$ cat src/rtl/instr_fetch.sv
// instr_fetch: fetch PC owner feeding a prefetch FIFO of {pc, instr} to decode, with redirect and fault handling
module instr_fetch #(
   parameter logic [63:0] RESET_PC   = 64'h0,
   parameter int          FIFO_DEPTH = 2,
   parameter int          IMEM_WORDS = 256
) (
   input  logic        clk,
   input  logic        rst_n,
   output logic [63:0] imem_addr,
   input  logic [31:0] imem_instr,
   input  logic        redirect_valid,
   input  logic [63:0] redirect_pc,
   output logic        if_valid,
   output logic [63:0] if_pc,
   output logic [31:0] if_instr,
   input  logic        if_ready,
   output logic        fault,
   output logic [63:0] fault_pc
);
   localparam int AW = $clog2(FIFO_DEPTH);
   typedef enum logic {FETCH, FAULT} state_t;
   state_t state, state_nx;
   logic [63:0] pc_q [FIFO_DEPTH];
   logic [31:0] ins_q [FIFO_DEPTH];
   logic [AW-1:0] head, tail;
   logic [AW:0] count;
   logic [63:0] fetch_pc, fetch_pc_nx, fault_pc_nx;
   logic pop, push, oor;
   assign pop = if_valid & if_ready;
   assign oor = fetch_pc[63:2] >= 62'(IMEM_WORDS);
   assign if_valid = count != '0;
   assign if_pc = pc_q[head];
   assign if_instr = ins_q[head];
   assign imem_addr = fetch_pc;
   assign fault = state == FAULT;
   always_comb begin
      state_nx = state;
      fetch_pc_nx = fetch_pc;
      fault_pc_nx = fault_pc;
      push = 1'b0;
      if (redirect_valid) begin
         if (|redirect_pc[1:0]) begin
            state_nx = FAULT;
            fault_pc_nx = redirect_pc;
         end else begin
            state_nx = FETCH;
            fetch_pc_nx = redirect_pc;
         end
      end else if (state == FETCH) begin
         if (oor) begin
            state_nx = FAULT;
            fault_pc_nx = fetch_pc;
         end else if (count < (AW+1)'(FIFO_DEPTH) || pop) begin
            push = 1'b1;
            fetch_pc_nx = fetch_pc + 64'd4;
         end
      end
   end
   always_ff @(posedge clk) begin
      if (!rst_n) begin
         state <= FETCH;
         fetch_pc <= RESET_PC;
         fault_pc <= '0;
         head <= '0;
         tail <= '0;
         count <= '0;
         for (int i = 0; i < FIFO_DEPTH; i++) begin
            pc_q[i] <= '0;
            ins_q[i] <= '0;
         end
      end else begin
         state <= state_nx;
         fetch_pc <= fetch_pc_nx;
         fault_pc <= fault_pc_nx;
         // a redirect flushes; any same-cycle pop is simply absorbed by the flush
         if (redirect_valid) begin
            head <= '0;
            tail <= '0;
            count <= '0;
         end else begin
            if (push) begin
               pc_q[tail] <= fetch_pc;
               ins_q[tail] <= imem_instr;
               tail <= tail + AW'(1);
            end
            if (pop) head <= head + AW'(1);
            count <= count + {{AW{1'b0}}, push} - {{AW{1'b0}}, pop};
         end
      end
   end
endmodule

$ cat config.mk
export PLATFORM = sky130hd
export DESIGN_NAME = instr_fetch
export DESIGN_NICKNAME = d
export VERILOG_FILES = /design/src/rtl/instr_fetch.sv
export SDC_FILE = /design/constraint.sdc
export NUM_CORES = 1
export LEC_CHECK = 0
export CORE_MARGIN = 8
export CORE_UTILIZATION = 40
export CTS_CLUSTER_SIZE = 25
export DETAILED_ROUTE_END_ITERATION = 7
export PLACE_DENSITY = 0.67
export SLEW_MARGIN = 25
export SYNTH_ARGS = -nofsm -noshare
export SYNTH_HDL_FRONTEND = slang
export SYNTH_SLANG_ARGS = --single-unit
$ cat constraint.sdc
create_clock -name clk -period 29.1 [get_ports clk]
set_clock_uncertainty 0.1 [all_clocks]
set_input_delay 5.82 -clock clk [delete_from_list [all_inputs] [get_ports clk]]
set_output_delay 5.82 -clock clk [all_outputs]
set_load 0.005 [all_outputs]
==> summary.txt, run 1 <==
OUTCOME
----------------------------------------------------------------------------------------
Status                                                                         completed

GRT
----------------------------------------------------------------------------------------
Aggregate global routing overflow                                                      0
Antenna violations before repair                                                       7
Total track usage                                                                  0.191
Maximum number of pins on one net before global-route repair                          93
Vias in the first global route                                                     10500
First-pass GRT wire length                                                      61800 um

CLOCK NETWORK
----------------------------------------------------------------------------------------
Number of buffers on the longest clock path                                            3
Clock tree from TritonCTS                                                           done
CTS Buf Count                                                                         37
Resized cells post-CTS                                                                 0
CTS H-Tree Depth                                                                       2
Number of sinks on the clock net                                                     326
CTS Hold Bufs                                                                          0
Total setup buffers inserted after CTS                                                 0
Clk root buf                                                                sky130_fd_sc_hd__clkbuf_16
Reg clk slew, reported paths                                                       60 ps
Insertion delay of the later-clocked pin in the worst-skew pair                   520 ps

PLACEMENT
----------------------------------------------------------------------------------------
Placer's final routability congestion estimate                                     0.821
Port-buffer cells                                                                    325
Post-detail-place hpwl                                                          26900 um
Worst slack after detailed placement                                            18980 ps

YOSYS
----------------------------------------------------------------------------------------
Simple-gate share of the synthesized area                                          0.131
Synthesized-area fraction occupied by ao, oa, aoi and oai cells                    0.127
Ranking of synthesized cells by area                                        sky130_fd_sc_hd__edfxtp_1 42%, sky130_fd_sc_hd__dfxtp_1 20%, sky130_fd_sc_hd__mux2_2 8.0%
Synth cell types                                                                      63
Area share of fa/ha/maj cells after synthesis                                    0.00369
Top post-synthesis cells by count                                           192 x sky130_fd_sc_hd__edfxtp_1, 134 x sky130_fd_sc_hd__dfxtp_1, 118 x sky130_fd_sc_hd__o21ai_0, 96 x sky130_fd_sc_hd__mux2_2, 92 x sky130_fd_sc_hd__nand2_1
Leading register cell type out of synthesis                                 sky130_fd_sc_hd__edfxtp_1
Seq/Total Area, Yosys                                                              0.622
Most common cell in the synthesized netlist                                 sky130_fd_sc_hd__edfxtp_1
Multiplexer area fraction after synthesis                                         0.0833
Yosys warning count                                                                    0
Parity-gate share of the synthesized area counting xor and xnor cells            0.00194
Area leader, netlist                                                        sky130_fd_sc_hd__edfxtp_1
Post-Syn Instances                                                                  1153
Count of flip-flops with a built-in enable after synthesis                           192
Mean instance size in the synthesized netlist                                  11.8 um^2
Post-Synthesis Cell Area                                                      13600 um^2
Share of async-settable or async-resettable flops after synthesis                      0
Synth Register Bits                                                                  326
Main combinational cell family by area after synthesis                      simple AND/OR/NAND/NOR gates
Share of Yosys cell area claimed by the top area cell type                         0.425

STA
----------------------------------------------------------------------------------------
Hold violation count in the final report                                               0
Actual slew at the worst max-slew pin                                             999 ps
Shortest period the worst path allows                                            9600 ps
Unrepaired setup endpoints after global routing                                       no
Final-report setup violation count                                                     0
Number of pins exceeding their max-slew limit in the final report                      0
Relative slew slack                                                                0.334
Achievable clock frequency                                                     0.104 GHz
Setup TNS                                                                           0 ps
Setup slack after layout                                                        19500 ps
Fin crit share                                                                     0.330
Final Hold Slack                                                                  392 ps

SETUP PATH
----------------------------------------------------------------------------------------
Crit Reg-Reg Startpoint                                                     imem_addr[37]$_SDFFE_PN0P_
Crit-path max FO                                                                      83
Critical Setup Path Class                                                   primary input to register
Startpoint class of the critical path                                       primary input
Data arrival time at the worst-slack endpoint                                    9900 ps
Cells on worst reg2reg path                                                            7
FF-to-FF End                                                                pc_q[1][28]$_SDFFCE_PN0P_
Crit path required time                                                         29390 ps
Critical Path End Type                                                          register
Reg2reg setup slack                                                             24890 ps

ROUTE
----------------------------------------------------------------------------------------
Remaining number of nets flagged by the antenna check after routing                    0
Routed length per placed instance                                                19.9 um
Detailed Route Iter0 Violations                                                      683
Ratio of routed vias to standard cells                                              5.17
Final routed wirelength across all metal layers                                 40400 um
Number of search-and-repair iterations in the first detailed-routing pass              6
Routed vias                                                                        10500
Final routed DRC violation total                                                       0

WORST HOLD PATH
----------------------------------------------------------------------------------------
Type of the most critical hold path                                         register to register
Number of instances on the worst hold path                                             2
Start point of the worst hold path                                          fault_pc[41]$_SDFFE_PN0P_
Hold EP                                                                     fault_pc[41]$_SDFFE_PN0P_

POWER
----------------------------------------------------------------------------------------
Total power density per cell area                                           61.8 nW/um^2
Leak                                                                             6.71 nW
Total power consumption of the routed design                                     1.16 mW
VDD IR-drop max                                                                0.0321 mV

FLOORPLAN
----------------------------------------------------------------------------------------
Number of standard-cell rows in the floorplan                                         67
Die area                                                                      40100 um^2
Number of ports placed on the die boundary                                           326
Die boundary height                                                               200 um
CORE AREA                                                                     33400 um^2
Starting utilization of the core area                                              0.406
Overall die width                                                                 200 um

FLOW RUN
----------------------------------------------------------------------------------------
Maximum Capacitance Violations                                                         0

FINISH
----------------------------------------------------------------------------------------
Fill cells                                                                          2866
Final layout net count                                                              1657
Area growth from synthesis to layout                                               38.0%
Fraction of layout cells with a size suffix above 1                                0.113

==> layout make-up <==
cell class | instances | area [um^2] | area share
inverter | 16 | 60.1 | 0.00321
clock buffer | 46 | 991 | 0.0529
antenna | 3 | 7.51 | 0.000401
tap | 448 | 561 | 0.0299
sequential | 326 | 8450 | 0.451
multi-input combinational | 834 | 5180 | 0.276
clock inverter | 16 | 123 | 0.00655
timing repair buffer | 338 | 3360 | 0.180
==> cell usage in the layout, fill, tap and decap left out, types with 24 or more instances in the layout <==
master	n
sky130_fd_sc_hd__a21oi_1	85
sky130_fd_sc_hd__and2_1	77
sky130_fd_sc_hd__clkbuf_16	38
sky130_fd_sc_hd__clkdlybuf4s50_1	323
sky130_fd_sc_hd__conb_1	108
sky130_fd_sc_hd__dfxtp_1	133
sky130_fd_sc_hd__edfxtp_1	192
sky130_fd_sc_hd__mux2_2	96
sky130_fd_sc_hd__nand2_1	91
sky130_fd_sc_hd__nand3_1	39
sky130_fd_sc_hd__nor2_1	35
sky130_fd_sc_hd__nor4_1	24
sky130_fd_sc_hd__o21ai_0	116
sky130_fd_sc_hd__o31ai_1	28
==> metal layers <==
layer | track usage | vias to the layer above | share of wire
li1 | - | 4986 | -
met1 | 0.235 | 4985 | 0.41
met2 | 0.314 | 417 | 0.47
met3 | 0.0607 | 80 | 0.085
met4 | 0.0670 | 8 | 0.030
met5 | 0 | - | 0.0012
==> worst max-delay path by stage <==
stage,start,to,slack [ps],depth (start not counted)
detailed placement,redirect_valid,fault_pc[58]$_SDFFE_PN0P_,18980,9
floorplan,redirect_valid,ins_q[0][0]$_SDFFCE_PN0P_,15210,4
finish,redirect_valid,fault_pc[50]$_SDFFE_PN0P_,19500,9
global placement,redirect_valid,fault_pc[33]$_SDFFE_PN0P_,18840,9
global route,redirect_valid,fault_pc[13]$_SDFFE_PN0P_,19200,9
CTS,redirect_valid,fault_pc[58]$_SDFFE_PN0P_,19540,9
==> critical path: stages <==
cell and delay (ps):
sky130_fd_sc_hd__buf_2 70, sky130_fd_sc_hd__buf_4 670, sky130_fd_sc_hd__inv_1 520, sky130_fd_sc_hd__or3_2 930, sky130_fd_sc_hd__nand2_2 840, sky130_fd_sc_hd__o21ai_4 240, sky130_fd_sc_hd__buf_4 370, sky130_fd_sc_hd__o21ai_0 260
sky130_fd_sc_hd__a21oi_1 60
==> metrics by stage <==
stage          instances  cell area (um^2)  utilization
2_1_floorplan       1260             14000            -
3_3_place_gp        1961             17600        0.526
3_5_place_dp        1962             17600        0.527
4_1_cts             2024             18700        0.560
5_1_grt             2027             18700        0.560
6_report            2027             18700        0.560
==> sequential cells by signal (all words and copies together) (netlist names), named ones only <==
register	cells
pc_q	128
ins_q	64
fault_pc	64
tail	1
fault	1
count	2
imem_addr	64
head	1
==> kinds of logic (layout without fill, tap and decap cells) <==
family	Yosys count	in the layout
AOI/OAI and AO/OA	285	285
DFF	326	326
buffers and inverters	100	416
other	1	111
adders and majority gates	4	4
muxes	101	101
and+or+nand+nor	333	333
xor gates and xnor gates	3	3
==> report_power, final <==
part	internal (mW)	leakage [nW]	switching, mW	total, mW
sequential	0.526	3.03	0.0201	0.546
clock	0.250	0.541	0.181	0.431
combinational	0.0895	3.14	0.0906	0.180
(Power assumes the default switching activity.)
==> run 2, diff against run 1 <==
- PLACE_DENSITY: 0.67 -> 0.69
- clock period: 29.1 -> 7.7 ns (I/O delays scaled with it)
==> summary.txt, run 2 (synthesized netlist as in run 1, its figures left out) <==
STA
----------------------------------------------------------------------------------------
Shortest period the worst path allows                                            4670 ps
Final-report setup violation count                                                     0   unchanged
Fin crit share                                                                     0.606
Achievable clock frequency                                                     0.214 GHz
Actual slew at the worst max-slew pin                                            1020 ps   +24.4 ps
Hold violation count in the final report                                               0   unchanged
Number of pins exceeding their max-slew limit in the final report                      0   unchanged
Setup slack after layout                                                         3030 ps   -16470 ps
Unrepaired setup endpoints after global routing                                       no
Relative slew slack                                                                0.315   -0.0188

CLOCK NETWORK
----------------------------------------------------------------------------------------
Number of buffers on the longest clock path                                            3   unchanged
Total setup buffers inserted after CTS                                                 0   unchanged
Reg clk slew, reported paths                                                       60 ps   about the same
CTS Hold Bufs                                                                          0   unchanged
Insertion delay of the later-clocked pin in the worst-skew pair                   510 ps   about the same
Clock tree from TritonCTS                                                           done
CTS H-Tree Depth                                                                       2   unchanged
Clk root buf                                                                sky130_fd_sc_hd__clkbuf_16
CTS Buf Count                                                                         36   -2.7%
Resized cells post-CTS                                                                 0   unchanged
Number of sinks on the clock net                                                     326   unchanged

POWER
----------------------------------------------------------------------------------------
Gate power share                                                                   0.158   +0.002
Sequential Power Share                                                             0.479   +0.007
Leak                                                                             6.70 nW   -0.13%
Portion of total power attributed to the clock network                             0.362   -0.011
Internal power                                                                   3.23 mW   +270%
VDD IR-drop max                                                                 0.137 mV   +330%
Sw power                                                                         1.08 mW   +270%
Total power density per cell area                                            230 nW/um^2   +270%
Switching portion of total power                                                   0.250   -0.00223

FLOW RUN
----------------------------------------------------------------------------------------
Maximum Capacitance Violations                                                         0   unchanged

FINISH
----------------------------------------------------------------------------------------
Final layout net count                                                              1660   +0.18%
Fill cells                                                                          2834   -1.1%
Post-route cell area                                                          18700 um^2   -0.19%
Most flop-heavy register                                                            pc_q
Area growth from synthesis to layout                                               37.8%
Number of flip-flops in the largest register                                         128   unchanged
Area used by multi-input combinational logic                                   5170 um^2   about the same
Highest-count cells in the layout ignoring fill and taps                    323 x sky130_fd_sc_hd__clkdlybuf4s50_1, 192 x sky130_fd_sc_hd__edfxtp_1, 133 x sky130_fd_sc_hd__dfxtp_1
Fraction of layout cells with a size suffix above 1                                0.115   +0.00198
Register cell area after layout                                                8450 um^2   unchanged
Most common cell after layout, fill and taps aside                          sky130_fd_sc_hd__clkdlybuf4s50_1

SETUP PATH
----------------------------------------------------------------------------------------
Crit Reg-Reg Startpoint                                                     imem_addr[40]$_SDFFE_PN0P_
Cells on worst reg2reg path                                                            7   unchanged
Critical Setup Path Class                                                   primary input to register
Crit-path max FO                                                                      55   -34%
Reg2reg setup slack                                                              3480 ps   -21410 ps
Startpoint class of the critical path                                       primary input
Critical Path End Type                                                          register
Crit path required time                                                          7990 ps   -21400 ps
FF-to-FF End                                                                pc_q[1][54]$_SDFFCE_PN0P_
Data arrival time at the worst-slack endpoint                                    4960 ps   -4940 ps

FLOORPLAN
----------------------------------------------------------------------------------------
Number of standard-cell rows in the floorplan                                         67   unchanged
Number of ports placed on the die boundary                                           326   unchanged
Starting utilization of the core area                                              0.406   unchanged
CORE AREA                                                                     33400 um^2   unchanged
Die area                                                                      40100 um^2   unchanged
Die boundary height                                                               200 um   unchanged
Overall die width                                                                 200 um   unchanged

ROUTE
----------------------------------------------------------------------------------------
Number of search-and-repair iterations in the first detailed-routing pass              5   -1
Ratio of routed vias to standard cells                                              5.23   +1.2%
Remaining number of nets flagged by the antenna check after routing                    0   unchanged
Final routed DRC violation total                                                       0   unchanged
Routed length per placed instance                                                20.1 um   +0.81%
Detailed Route Iter0 Violations                                                      604   -12%
Routed vias                                                                        10600   +1.1%
Final routed wirelength across all metal layers                                 40700 um   +0.71%

PLACEMENT
----------------------------------------------------------------------------------------
Port-buffer cells                                                                    325   unchanged
Placer's final routability congestion estimate                                     0.803   -2.2%
Post-detail-place hpwl                                                          27500 um   +2.0%
Placed cell area                                                              17600 um^2   +0.14%
Worst slack after detailed placement                                             2530 ps   -16450 ps

WORST HOLD PATH
----------------------------------------------------------------------------------------
Start point of the worst hold path                                          fault_pc[63]$_SDFFE_PN0P_
Type of the most critical hold path                                         register to register
Hold EP                                                                     fault_pc[63]$_SDFFE_PN0P_
Number of instances on the worst hold path                                             1   -1

GRT
----------------------------------------------------------------------------------------
Aggregate global routing overflow                                                      0   unchanged
Vias in the first global route                                                     10800   +2.7%
Maximum number of pins on one net before global-route repair                          78   -16%
First-pass GRT wire length                                                      62700 um   +1.4%
Antenna violations before repair                                                       5   -2
Global Route met2 Usage                                                            0.323   +0.00911
Most crowded layer after global routing                                             met2
Met3 GRT Util                                                                     0.0628   +0.00210
Total track usage                                                                  0.193   +0.00164
Met1 demand-to-capacity share in global routing                                    0.230   -0.00468

OUTCOME
----------------------------------------------------------------------------------------
Status                                                                         completed

-- run 2: changes by cell type in the layout (fill, tap and decap cells not counted), sizes merged --
| cell | before | now |
|---|---|---|
| clkinv | 13 | 9 |
| buf | 15 | 19 |
| diode | 3 | 2 |
| clkbuf | 46 | 45 |
-- run 2: worst max path at each step --
stage,startpoint,to,slack [ps],depth (start not counted)
CTS,redirect_valid,fault_pc[59]$_SDFFE_PN0P_,3070,10
global route,redirect_valid,fault_pc[33]$_SDFFE_PN0P_,2730,10
detailed placement,redirect_valid,fault_pc[33]$_SDFFE_PN0P_,2530,7
finish,redirect_valid,fault_pc[59]$_SDFFE_PN0P_,3030,10
floorplan,redirect_valid,ins_q[0][0]$_SDFFCE_PN0P_,-1910,4
global placement,redirect_valid,fault_pc[51]$_SDFFE_PN0P_,2610,10
-- run 2: final cells by class --
class	instances	share of cell area
Timing Repair Buffer	342	0.182
Antenna cell	2	0.000268
Sequential cell	326	0.452
Inverter	16	0.00321
Clock buffer	45	0.0511
Clock inverter	12	0.00522
Multi-Input combinational cell	834	0.277
Tap cell	448	0.0300
-- run 2: power by group through the flow --
stage | registers (mW) | logic, mW | clock network [mW]
global route | 2.08 | 0.740 | 1.67
finish | 2.07 | 0.683 | 1.56
global placement | 2.10 | 0.677 | 0
floorplan | 2.10 | 0.303 | 0
detailed placement | 2.10 | 0.686 | 0
CTS | 2.07 | 0.690 | 1.61
-- run 2: per-layer routing --
layer  wire length, um  share of wire  vias to the layer above
met1             16500           0.41                     5116
met3              3440          0.085                       75
met4              1120          0.028                        4
li1                  -              -                     4994
met2             19600           0.48                      405
met5                26        0.00064                        -
-- run 2: worst max-delay path, cell delays in order --
cell                      delay (ps)
sky130_fd_sc_hd__buf_2           650
sky130_fd_sc_hd__inv_1            90
sky130_fd_sc_hd__buf_4           230
sky130_fd_sc_hd__or3_1           380
sky130_fd_sc_hd__buf_4           260
sky130_fd_sc_hd__nand2_2         730
sky130_fd_sc_hd__o21ai_4         240
sky130_fd_sc_hd__buf_4           390
sky130_fd_sc_hd__o21ai_0         280
sky130_fd_sc_hd__a21oi_1          60
-- run 2: per-stage QoR --
stage | setup TNS [ps] | instances | hold slack [ps] | total power, mW | util
after floorplan | -367440 | 1260 | 364 | 2.40 | -
after global placement | 0 | 1965 | 346 | 2.77 | 0.527
after detailed placement | 0 | 1966 | 362 | 2.79 | 0.527
after CTS | 0 | 2023 | 380 | 4.36 | 0.559
after global routing | 0 | 2025 | 400 | 4.49 | 0.559
final | 0 | 2025 | 380 | 4.31 | 0.559
